[src/rtl/step_stream_scheduler.sv]
// Round-robin scheduler sharing one stepping stream device among NREQ burst requesters.
// Each value costs one RUN cycle (advance + capture) followed by a HOLD cycle until consumed.
module step_stream_scheduler #(
  parameter  int NREQ  = 4,
  parameter  int CNT_W = 4,
  parameter  int DW    = 8,
  localparam int IDW   = $clog2(NREQ)
) (
  input  logic                  clk,
  input  logic                  rst,
  input  logic [NREQ-1:0]       req_valid,
  input  logic [NREQ*CNT_W-1:0] req_count,
  output logic [NREQ-1:0]       req_ready,
  output logic                  rsp_valid,
  input  logic                  rsp_ready,
  output logic [DW-1:0]         rsp_data,
  output logic [IDW-1:0]        rsp_id,
  output logic                  rsp_last,
  output logic                  dev_adv,
  input  logic [DW-1:0]         dev_out,
  output logic                  busy
);

  typedef enum logic [1:0] {S_IDLE, S_RUN, S_HOLD} state_t;

  typedef struct packed {
    logic [DW-1:0]  data;
    logic [IDW-1:0] id;
    logic           last;
  } rsp_t;

  state_t                     r_state;
  logic [IDW-1:0]             r_ptr;
  logic [CNT_W-1:0]           r_rem;
  rsp_t                       r_rsp;

  logic [NREQ-1:0][CNT_W-1:0] w_cnt;
  logic [2*NREQ-1:0]          w_dbl;
  logic [NREQ-1:0]            w_rot;
  logic [IDW-1:0]             w_off;
  logic [IDW:0]               w_sum;
  logic [IDW-1:0]             w_gnt_idx;
  logic [IDW-1:0]             w_nxt_ptr;
  logic                       w_gnt_vld;

  assign w_cnt     = req_count;
  assign w_gnt_vld = |req_valid;

  // Rotate so rr_ptr sits at bit 0, pick the lowest set bit, then rotate the offset back.
  always_comb begin
    w_dbl = {req_valid, req_valid} >> r_ptr;
    w_rot = w_dbl[NREQ-1:0];
    w_off = '0;
    for (int j = NREQ-1; j >= 0; j--) begin
      if (w_rot[j]) w_off = IDW'(j);
    end
    w_sum = {1'b0, r_ptr} + {1'b0, w_off};
    if (w_sum >= (IDW+1)'(NREQ)) w_sum = w_sum - (IDW+1)'(NREQ);
    w_gnt_idx = w_sum[IDW-1:0];
  end

  assign w_nxt_ptr = (w_gnt_idx == IDW'(NREQ-1)) ? '0 : w_gnt_idx + 1'b1;

  always_ff @(posedge clk) begin
    if (!rst) begin
      r_state <= S_IDLE;
      r_ptr   <= '0;
      r_rem   <= '0;
      r_rsp   <= '0;
    end else begin
      case (r_state)
        S_IDLE: begin
          if (w_gnt_vld) begin
            r_rsp.id <= w_gnt_idx;
            r_rem    <= w_cnt[w_gnt_idx];
            r_ptr    <= w_nxt_ptr;
            // A zero-length burst is consumed here without ever leaving IDLE.
            if (w_cnt[w_gnt_idx] != '0) r_state <= S_RUN;
          end
        end
        S_RUN: begin
          r_rsp.data <= dev_out;
          r_rsp.last <= (r_rem == CNT_W'(1));
          r_state    <= S_HOLD;
        end
        S_HOLD: begin
          if (rsp_ready) begin
            r_rem   <= r_rem - 1'b1;
            r_state <= (r_rem == CNT_W'(1)) ? S_IDLE : S_RUN;
          end
        end
        default: r_state <= S_IDLE;
      endcase
    end
  end

  // Strobes are masked while reset is held so nothing is granted, advanced or handed out.
  assign req_ready = (rst && r_state == S_IDLE && w_gnt_vld) ? (NREQ'(1) << w_gnt_idx) : '0;
  assign dev_adv   = rst && (r_state == S_RUN);
  assign rsp_valid = rst && (r_state == S_HOLD);
  assign busy      = (r_state != S_IDLE);
  assign rsp_data  = r_rsp.data;
  assign rsp_id    = r_rsp.id;
  assign rsp_last  = r_rsp.last;

endmodule
[config.mk]
export PLATFORM = sky130hd
export DESIGN_NAME = step_stream_scheduler
export DESIGN_NICKNAME = d
export VERILOG_FILES = /design/src/rtl/step_stream_scheduler.sv
export SDC_FILE = /design/constraint.sdc
export NUM_CORES = 1
export LEC_CHECK = 0
export BUFFER_PORTS_ARGS = -buffer_cell sky130_fd_sc_hd__buf_2
export CORE_MARGIN = 2
export CORE_UTILIZATION = 44
export DETAILED_ROUTE_END_ITERATION = 6
export PLACE_DENSITY = 0.81
export SLEW_MARGIN = 0
export SYNTH_ARGS = -nofsm -noshare
export SYNTH_HDL_FRONTEND = slang
export SYNTH_SLANG_ARGS = --single-unit
[constraint.sdc]
create_clock -name clk -period 2.8 [get_ports clk]
set_input_delay 0.56 -clock clk [delete_from_list [all_inputs] [get_ports clk]]
set_output_delay 0.56 -clock clk [all_outputs]
set_load 0.03 [all_outputs]
==> results.sh, run 1 <==
export IMPL_path_cells="or4_4 -> o211ai_1 -> ha_2 -> xnor2_4 -> xnor2_4 -> inv_2 -> ha_4 -> and2_4 -> buf_6"
export IMPL_dominantRegCellSynth="sky130_fd_sc_hd__dfxtp_1"
export IMPL_synth_seq_area_share_pct=29.4
export IMPL_remaining_drc_errors=0
export IMPL_data_required_time_of_the_critical_path_ns=2.24
export IMPL_fin_ws_ns=-0.115
export IMPL_timing_critical_path_slowest_cell_delay_ns=0.50
export IMPL_grt_util_met3_pct=4.02
export IMPL_grt_pass1_vias=1222
export IMPL_postSynth_asyncResetShare_pct=0
export IMPL_yosys_cell_types_count=39
export IMPL_timing_critical_path_buf_inv=2
export IMPL_regArea_um2=384
export IMPL_relSlewSlack_pct=60.4
export IMPL_reg2reg_from="r_ptr[0]"
export IMPL_tightestPinTransition_ns=0.590
export IMPL_slew_violations=0
export IMPL_finish_net_count=255
export IMPL_finalCritPeriodShare_pct=104
export IMPL_synth_fp_nets=195
export IMPL_max_freq_mhz=343
export IMPL_hold_end="r_state[1]"
export IMPL_r2r_end="r_rem[3]"
export IMPL_mappedNetlistArea_um2=1290
export IMPL_core_region_area_um2=2780
export IMPL_layout_common_cells="43 x sky130_fd_sc_hd__buf_2, 23 x sky130_fd_sc_hd__nand2_1, 18 x sky130_fd_sc_hd__dfxtp_1"
export IMPL_setup_total_negative_slack_ns=-0.345
export IMPL_number_of_cell_instances_on_the_worst_register_to_register_path=9
export IMPL_seq_cells_post_synth=19
export IMPL_clock_tree_root_cell="sky130_fd_sc_hd__clkbuf_4"
export IMPL_grt_pass1_wl_um=5220
export IMPL_holdBufCountCts=0
export IMPL_reg2reg_setup_slack_ns=0.37
export IMPL_cp_arrival_ns=2.36
export IMPL_mean_syn_cell_area_um2=8.25
export IMPL_powerDensity_nw_per_um2=915
export IMPL_layout_drive_gt1_share_pct=39.8
export IMPL_crit_path_end_kind="output pin"
export IMPL_die_w_um=58.3
export IMPL_final_setup_skew_ns=0.00452
export IMPL_clock_path_buffers=2
export IMPL_port_buffers=48
export IMPL_max_vdd_ir_drop_mv=0.743
export IMPL_detailroute_via_count=1288
export IMPL_routability_driven_placement_congestion_ratio=0.786
export IMPL_layout_commonest_cell="sky130_fd_sc_hd__buf_2"
export IMPL_drt_pass1_iterations=4
export IMPL_status="finished, violations left"
export IMPL_grt_max_degree=19
export IMPL_std_cell_rows=19
export IMPL_clk_transition_reported_paths_ns=0.11
export IMPL_route_detailed_vias_per_inst=5.21
export IMPL_cpMaxStageDelayCell="sky130_fd_sc_hd__or4_4"
export IMPL_ys_warn_count=0
export IMPL_worst_skew_pair_late_latency_ns=0.30
export IMPL_synthCells=157
export IMPL_grt_setup_unrepaired="yes"
export IMPL_cts_buffers=3
export IMPL_violations="setup timing"
export IMPL_fill_cells=261
export IMPL_timing_hold_violations_final=0
export IMPL_number_of_enable_type_register_cells_in_the_synthesized_netlist=0
export IMPL_die_area_um2=3390
export IMPL_clock_sink_count=19
export IMPL_syn_to_final_growth_pct=35.2
export IMPL_multi_input_comb_area_um2=887
export IMPL_timing_critical_path_max_delay_family="simple AND/OR/NAND/NOR gates"
export IMPL_whs_path_depth=2
export IMPL_startpoint_kind_of_the_worst_setup_timing_path="register"
export IMPL_gr_usage_all_layers_pct=19.6
export IMPL_overflow=0
export IMPL_h_tree_depth=1
export IMPL_floorplan_initialDensity_pct=46.6
export IMPL_finalWorstPathRequiredPeriod_ns=2.92
export IMPL_global_route_track_usage_on_met2_pct=36.5
export IMPL_cp_common_cell="sky130_fd_sc_hd__xnor2_4"
export IMPL_drv_max_cap_violation_count=0
export IMPL_antennaDiodeCount=0
export IMPL_totalWireLength_um=3100
export IMPL_timing_worst_setup_path_type="register to output pin"
export IMPL_final_core_util_pct=62.9
export IMPL_setup_violating_endpoint_count_in_the_final_report=4
export IMPL_io_pins=49
export IMPL_globalRouteMet1Util_pct=23.4
export IMPL_antenna_found_initial=0
export IMPL_detailed_place_hpwl_um=2440
export IMPL_leakage_nw=0.819
export IMPL_global_route_peak_usage_layer="met2"
export IMPL_worst_hold_path_type="primary input to register"
export IMPL_drt_initial_drc_count=69
export IMPL_antenna_violating_nets_post_route=0
export IMPL_critical_path_max_fanout=6
export IMPL_wl_per_cell_um=12.5
export IMPL_die_y_um=58.3
export IMPL_worst_hold_startpoint="rsp_ready"
export IMPL_cts_tree="built"
-- report_power, final --
group	internal [mW]	total [mW]	switching (mW)
Clock	0.0544	0.143	0.0886
Combinational	0.486	1.05	0.561
Sequential	0.343	0.411	0.0679
-- area by class of cell --
class	instances	share of cell area, %
multi-input combinational	121	50.7
sequential	19	21.9
timing repair buffer	63	21.5
tap	31	2.22
inverter	9	1.93
clock buffer	3	1.29
clock inverter	1	0.429
-- worst max-delay path by stage --
stage	slack, ns	cells past startpoint	from	to
after detailed placement	-0.17	10	req_valid[0]	req_ready[2]
after global placement	-0.12	10	req_valid[0]	req_ready[3]
after CTS	-0.13	9	r_ptr[0]	req_ready[2]
final	-0.12	9	r_ptr[0]	req_ready[2]
after global routing	-0.24	9	r_ptr[0]	req_ready[3]
after floorplan	-0.10	9	req_valid[0]	req_ready[3]
-- kinds of logic after synthesis --
kind of cell / synth area share (%)
adder cells (fa/ha/maj): 6.76
XOR/XNOR: 3.48
AND/OR/NAND/NOR: 24.4
AO/OA/AOI/OAI: 18.6
flip-flops: 29.4
buffers and inverters: 6.67
multiplexers: 10.7
-- worst reg2reg max path, stage by stage (launching register included) --
cell                       delay, ns
sky130_fd_sc_hd__dfxtp_4        0.38
sky130_fd_sc_hd__or4_4          0.51
sky130_fd_sc_hd__o211ai_1       0.10
sky130_fd_sc_hd__ha_2           0.34
sky130_fd_sc_hd__buf_4          0.16
sky130_fd_sc_hd__buf_4          0.16
sky130_fd_sc_hd__buf_4          0.16
sky130_fd_sc_hd__a211oi_1       0.21
sky130_fd_sc_hd__mux2i_1        0.11
sky130_fd_sc_hd__a31o_1         0.21
-- through the flow --
stage / hold WS (ns) / instances / cell area [um^2] / setup WS [ns] / total power [mW]
2_1_floorplan: 0.490 / 157 / 1360 / -0.103 / 1.16
3_3_place_gp: 0.440 / 241 / 1680 / -0.120 / 1.41
3_5_place_dp: 0.447 / 241 / 1680 / -0.174 / 1.44
4_1_cts: 0.434 / 247 / 1750 / -0.133 / 1.61
5_1_grt: 0.434 / 247 / 1750 / -0.238 / 1.74
6_report: 0.442 / 247 / 1750 / -0.115 / 1.60
-- layer usage --
| layer | part of all wire (%) | vias to the layer above | routed length (um) |
|---|---|---|---|
| met3 | 2.4 | 2 | 74 |
| met1 | 44 | 591 | 1350 |
| met2 | 54 | 22 | 1670 |
| li1 | - | 673 | - |
| met5 | 0 | - | 0 |
| met4 | 0.19 | 0 | 6 |
-- cell usage after synthesis (all sizes together) (4+ instances only) --
cell	count	area (um^2)
nand2	23	86.3
dfxtp	19	380
nor2	16	60.1
a21oi	13	65.1
mux2i	9	90.1
inv	8	30.0
ha	7	87.6
nor3	7	35.0
clkbuf	5	18.8
a211oi	4	30.0
and2	4	25.0
nor2b	4	25.0
nor4	4	25.0
-- timing repair --
| item | 4_1_cts | 5_1_grt |
|---|---|---|
| gates cloned | 0 | 0 |
| setup endpoints to repair | 4 | 4 |
| buffers inserted | 2 | 0 |
| pin swaps | 6 | 1 |
| resized for setup | 9 | 0 |
-- flip-flops by register name, summed over array words and instances, names as in the netlist --
signal    count
rsp_id        2
rsp_data      8
rsp_last      1
r_ptr         2
r_state       2
r_rem         4
Power figures use the tool's default switching activity.
==> inputs of run 2 (changes only) <==
- CORE_ASPECT_RATIO: default -> 0.9
==> run 2 against run 1 <==
  * The run still ends with setup timing left
  * Sequential share of layout area decreased by 0.39 points
  * Sequential cell count unchanged
  * Sequential power decreased by 3%
  * Global-route usage decreased by 0.49 points
  * Clock power decreased by 6%
  * Register-to-register slack improved by 0.02 ns
  * Via count increased by 1.9%
  * Clock skew decreased by 0.0031 ns
  * Non-clock buffer count increased by 3
  * Utilization increased by 1.4 points
  * Largest cell class unchanged
  * Highest routed layer is now met3
==> results.sh, run 2 (synthesis results as in run 1) <==
export IMPL_status="finished, violations left"
export IMPL_violations="setup timing"
export IMPL_fill_cells=271
export IMPL_h_tree_depth=1
export IMPL_drv_max_cap_violation_count=0
export IMPL_setup_violating_endpoint_count_in_the_final_report=4
export IMPL_layout_commonest_cell="sky130_fd_sc_hd__buf_2"
export IMPL_drt_initial_drc_count=69
export IMPL_clk_transition_reported_paths_ns=0.10
export IMPL_overflow=0
export IMPL_cpMaxStageDelayCell="sky130_fd_sc_hd__or4_4"
export IMPL_grt_max_degree=19
export IMPL_largest_register_ffs=8
export IMPL_final_setup_skew_ns=0.00143
export IMPL_io_pins=49
export IMPL_grt_setup_unrepaired="yes"
export IMPL_placed_area_um2=1710
export IMPL_finalWorstPathRequiredPeriod_ns=2.88
export IMPL_data_required_time_of_the_critical_path_ns=2.24
export IMPL_layout_common_cells="43 x sky130_fd_sc_hd__buf_2, 23 x sky130_fd_sc_hd__nand2_1, 20 x sky130_fd_sc_hd__buf_4"
export IMPL_startpoint_kind_of_the_worst_setup_timing_path="primary input"
export IMPL_layout_drive_gt1_share_pct=40.6
export IMPL_antenna_found_initial=0
export IMPL_place_ws_ns=-0.145
export IMPL_floorplan_initialDensity_pct=46.7
export IMPL_die_w_um=61.2
export IMPL_route_detailed_vias_per_inst=5.07
export IMPL_drt_pass1_iterations=4
export IMPL_leakage_nw=0.837
export IMPL_cp_arrival_ns=2.32
export IMPL_timing_critical_path_slowest_cell_delay_ns=0.51
export IMPL_finish_instance_area_um2=1780
export IMPL_port_buffers=48
export IMPL_gr_usage_all_layers_pct=19.1
export IMPL_detailed_place_hpwl_um=2410
export IMPL_die_y_um=55.5
export IMPL_fin_total_pwr_mw=1.59
export IMPL_grt_pass1_wl_um=5060
export IMPL_cts_tree="built"
export IMPL_tightestPinTransition_ns=0.577
export IMPL_max_vdd_ir_drop_mv=0.484
export IMPL_antenna_violating_nets_post_route=0
export IMPL_worst_hold_path_type="primary input to register"
export IMPL_worst_skew_pair_late_latency_ns=0.29
export IMPL_fin_ws_ns=-0.0809
export IMPL_timing_worst_setup_path_type="primary input to output pin"
export IMPL_routability_driven_placement_congestion_ratio=0.805
export IMPL_relSlewSlack_pct=61.5
export IMPL_timing_hold_violations_final=0
export IMPL_syn_to_final_growth_pct=37.6
export IMPL_antennaDiodeCount=0
export IMPL_final_core_util_pct=64.3
export IMPL_clock_tree_root_cell="sky130_fd_sc_hd__clkbuf_4"
export IMPL_finalCritPeriodShare_pct=103
export IMPL_powerDensity_nw_per_um2=895
export IMPL_setup_total_negative_slack_ns=-0.245
export IMPL_core_region_area_um2=2770
export IMPL_die_area_um2=3390
export IMPL_clock_path_buffers=2
export IMPL_wl_per_cell_um=11.6
export IMPL_max_freq_mhz=347
export IMPL_grt_pass1_vias=1194
export IMPL_detailroute_via_count=1312
export IMPL_path_cells="buf_6 -> or4_4 -> o211ai_1 -> ha_2 -> xnor2_4 -> xnor2_4 -> inv_2 -> ha_4 -> and2_4 -> buf_6"
export IMPL_slew_violations=0
export IMPL_clock_sink_count=19
export IMPL_crit_path_end_kind="output pin"
export IMPL_critical_path_max_fanout=5
export IMPL_cts_buffers=3
export IMPL_remaining_drc_errors=0
export IMPL_finish_net_count=258
export IMPL_std_cell_rows=18
export IMPL_totalWireLength_um=3000
[run 2: changes by cell type in the layout (fill, tap and decap cells not counted), sizes merged]
| cell | delta |
|---|---|
| buf | +3 |
| clkinv | +1 |
| clkinvlp | -1 |
[run 2: cell type report]
class	instances	area, um^2	area share, %
Timing Repair Buffer	66	399	22.4
Multi-Input combinational cell	121	887	49.8
Sequential cell	19	384	21.6
Clock inverter	1	5.00	0.281
Inverter	9	33.8	1.90
Tap cell	40	50.0	2.81
Clock buffer	3	22.5	1.26
[run 2: worst max-delay path: cells and delay by family]
family                   cells  cell delay [ns]
AO/OA/AOI/OAI                1             0.10
XOR/XNOR                     2             0.30
adder cells (fa/ha/maj)      2             0.41
buffers and inverters        3             0.31
AND/OR/NAND/NOR              2             0.64
[run 2: final timing paths]
path                              startpoint      endpoint  slack (ns)  cells past startpoint
worst min register to register   rsp_data[4]   rsp_data[4]        0.46                      2
worst max register to register      r_ptr[0]      r_rem[2]        0.39                      7
worst max-delay path            req_valid[0]  req_ready[3]       -0.08                     10
worst min-delay path               rsp_ready    r_state[1]        0.45                      2
[run 2: metrics by stage]
stage	hold WS [ns]	cells
finish	0.449	259
global placement	0.441	253
global route	0.438	259
CTS	0.449	259
detailed placement	0.448	253
floorplan	0.490	157
[run 2: what timing repair did]
action,CTS,global route
gates resized for setup,9,0
hold buffers,0,0
pin swaps,5,0
endpoints found under the setup margin,4,4
buffers inserted,2,0
gates cloned,0,0
[run 2: where the power goes]
group	switching, mW	internal, mW
Sequential	0.0557	0.343
Clock	0.0810	0.0531
Combinational	0.565	0.498
[run 2: per-layer routing]
metal  vias to the layer above  GRT usage (%)  routed length [um]
met3                         0           4.92                 133
met1                       599           24.8                1400
li1                        681              -                   -
met4                         0           3.73                   0
met2                        32           31.5                1470
met5                         -              0                   0
==> inputs of run 3 (changes only) <==
- CORE_UTILIZATION: 44 -> 25
- PLACE_DENSITY: 0.81 -> 0.53
- RECOVER_POWER: default -> 100
==> run 3 against run 2 <==
  * Worst hold slack improved by 0.0055 ns
  * Global-route usage shrank 7.5 points
  * Clock-buffer cell count increased by 1
  * Register-to-register slack got worse by 0.04 ns
  * Sequential power grew 3%
  * The flow still finishes with violations (setup timing)
  * Clock skew increased by 0.00090 ns
  * Sequential share of layout area shrank 0.52 points
  * Worst setup slack better by 0.0021 ns
  * Utilization is 27 points lower
  * Sequential cell count unchanged
==> results.sh, run 3 (synthesis results as in run 1) <==
export IMPL_grt_pass1_vias=1151
export IMPL_number_of_cell_instances_on_the_worst_register_to_register_path=7
export IMPL_max_freq_mhz=347
export IMPL_slew_violations=0
export IMPL_setup_violating_endpoint_count_in_the_final_report=4
export IMPL_clock_sink_count=19
export IMPL_die_w_um=79.9
export IMPL_grt_pass1_wl_um=5240
export IMPL_sum_of_routed_wire_segments_on_met1_um=1600
export IMPL_remaining_drc_errors=0
export IMPL_detailed_place_hpwl_um=2640
export IMPL_drt_initial_drc_count=36
export IMPL_die_y_um=72.3
export IMPL_antenna_found_initial=0
export IMPL_antennaDiodeCount=0
export IMPL_finalCritPeriodShare_pct=103
export IMPL_regArea_um2=384
export IMPL_path_cells="buf_8 -> or4_4 -> o211ai_1 -> ha_2 -> xnor2_4 -> xnor2_4 -> inv_2 -> ha_4 -> and2_4 -> buf_6"
export IMPL_setup_total_negative_slack_ns=-0.188
export IMPL_crit_path_end_kind="output pin"
export IMPL_finish_net_count=259
export IMPL_grt_max_degree=19
export IMPL_timing_hold_ws_ns=0.454
export IMPL_critical_path_max_fanout=4
export IMPL_die_area_um2=5770
export IMPL_endpoint="req_ready[3]"
export IMPL_critical_path_startpoint="req_valid[2]"
export IMPL_largest_register_ffs=8
export IMPL_port_buffers=48
export IMPL_timing_hold_violations_final=0
export IMPL_reg2reg_setup_slack_ns=0.35
export IMPL_leakage_nw=0.792
export IMPL_antenna_violating_nets_post_route=0
export IMPL_overflow=0
export IMPL_wl_per_cell_um=11.8
export IMPL_worst_hold_path_type="register to register"
export IMPL_gr_usage_all_layers_pct=11.6
export IMPL_startpoint_kind_of_the_worst_setup_timing_path="primary input"
export IMPL_tightestPinTransition_ns=0.660
export IMPL_fill_cells=540
export IMPL_max_vdd_ir_drop_mv=0.313
export IMPL_clk_transition_reported_paths_ns=0.08
export IMPL_route_top_layer_used="met4"
export IMPL_syn_to_final_growth_pct=41.0
export IMPL_relSlewSlack_pct=55.7
export IMPL_holdBufCountCts=0
export IMPL_data_required_time_of_the_critical_path_ns=2.24
export IMPL_drt_pass1_iterations=4
export IMPL_r2r_end="r_rem[2]"
export IMPL_timing_critical_path_max_delay_family="simple AND/OR/NAND/NOR gates"
export IMPL_cts_tree="built"
export IMPL_multi_input_comb_area_um2=892
export IMPL_route_detailed_vias_per_inst=4.65
export IMPL_powerDensity_nw_per_um2=894
export IMPL_cpMaxStageDelayCell="sky130_fd_sc_hd__or4_4"
export IMPL_violations="setup timing"
export IMPL_detailroute_via_count=1324
export IMPL_cts_buffers=3
export IMPL_reg2reg_from="r_ptr[0]"
export IMPL_timing_critical_path_slowest_cell_delay_ns=0.49
export IMPL_clock_path_buffers=2
export IMPL_core_region_area_um2=4920
export IMPL_met3WireLength_um=181
export IMPL_layout_drive_gt1_share_pct=34.1
export IMPL_worst_skew_pair_late_latency_ns=0.26
export IMPL_cp_arrival_ns=2.32
export IMPL_cp_common_cell="sky130_fd_sc_hd__xnor2_4"
export IMPL_timing_worst_setup_path_type="primary input to output pin"
export IMPL_timing_critical_path_buf_inv=3
export IMPL_final_setup_skew_ns=0.00233
export IMPL_routability_driven_placement_congestion_ratio=0.755
export IMPL_layout_common_cells="29 x sky130_fd_sc_hd__buf_2, 23 x sky130_fd_sc_hd__nand2_1, 19 x sky130_fd_sc_hd__buf_4"
export IMPL_clock_tree_root_cell="sky130_fd_sc_hd__clkbuf_8"
export IMPL_routed_wl_met2_um=1560
export IMPL_layout_commonest_cell="sky130_fd_sc_hd__buf_2"
export IMPL_io_pins=49
export IMPL_finalWorstPathRequiredPeriod_ns=2.88
export IMPL_fin_ws_ns=-0.0789
export IMPL_cp_num_cells=10
export IMPL_grt_setup_unrepaired="yes"
export IMPL_h_tree_depth=1
export IMPL_status="finished, violations left"
export IMPL_drv_max_cap_violation_count=0
export IMPL_floorplan_initialDensity_pct=26.3
export IMPL_std_cell_rows=24
export IMPL_totalWireLength_um=3350
[run 3: changes by cell type in the layout (fill, tap and decap cells not counted), moves of 2 or more]
| cell | change |
|---|---|
| sky130_fd_sc_hd__clkbuf_1 | +16 |
| sky130_fd_sc_hd__buf_2 | -14 |
| sky130_fd_sc_hd__clkbuf_8 | +3 |
| sky130_fd_sc_hd__clkbuf_4 | -2 |
[run 3: worst min-delay path by stage]
stage / from / end / slack, ns / cells past startpoint
after floorplan: r_rem[1] / r_rem[1] / 0.49 / 2
after global placement: rsp_data[4] / rsp_data[4] / 0.44 / 2
after detailed placement: rsp_data[3] / rsp_data[3] / 0.44 / 2
after CTS: rsp_data[3] / rsp_data[3] / 0.45 / 2
after global routing: rsp_last / rsp_last / 0.49 / 2
final: rsp_data[4] / rsp_data[4] / 0.45 / 2
[run 3: stage by stage]
| stage | util [%] | worst slack [ns] | area (um^2) | power, mW | instances |
|---|---|---|---|---|---|
| finish | 37.1 | -0.0789 | 1830 | 1.63 | 285 |
| global route | 37.1 | -0.161 | 1830 | 1.77 | 285 |
| CTS | 37.4 | -0.0977 | 1840 | 1.69 | 285 |
| detailed placement | 35.2 | -0.184 | 1740 | 1.45 | 277 |
| global placement | 35.2 | -0.146 | 1740 | 1.43 | 277 |
| floorplan | - | -0.103 | 1360 | 1.16 | 157 |
[run 3: cell type report]
| type | instances | area share, % |
|---|---|---|
| clock buffers | 4 | 2.47 |
| repair buffers | 67 | 21.3 |
| flip-flops and latches | 19 | 21.0 |
| multi-input cells | 121 | 48.9 |
| well taps | 65 | 4.46 |
| inverters | 9 | 1.85 |
[run 3: timing repair]
| action | CTS | global route |
|---|---|---|
| gates resized for setup | 12 | 2 |
| buffers inserted | 4 | 0 |
| pin swaps | 6 | 2 |
| setup endpoints to repair | 4 | 4 |
[run 3: per-layer routing]
metal	track usage (%)	up-vias
met1	15.2	613
met2	20.0	27
met3	2.99	2
li1	-	682
met4	1.13	0
met5	0	-
[run 3: tightest hold or removal path: stages (launching register included)]
cell                      delay (ns)
sky130_fd_sc_hd__dfxtp_1        0.31
sky130_fd_sc_hd__nand2_1        0.05
sky130_fd_sc_hd__a21oi_1        0.05
[run 3: report_power, final]
| part | total, mW | switching, mW | leakage, nW | internal [mW] |
|---|---|---|---|---|
| Combinational | 1.03 | 0.561 | 0.612 | 0.466 |
| Sequential | 0.408 | 0.0653 | 0.157 | 0.343 |
| Clock | 0.197 | 0.0953 | 0.0228 | 0.101 |
| Total | 1.63 | 0.721 | 0.792 | 0.910 |
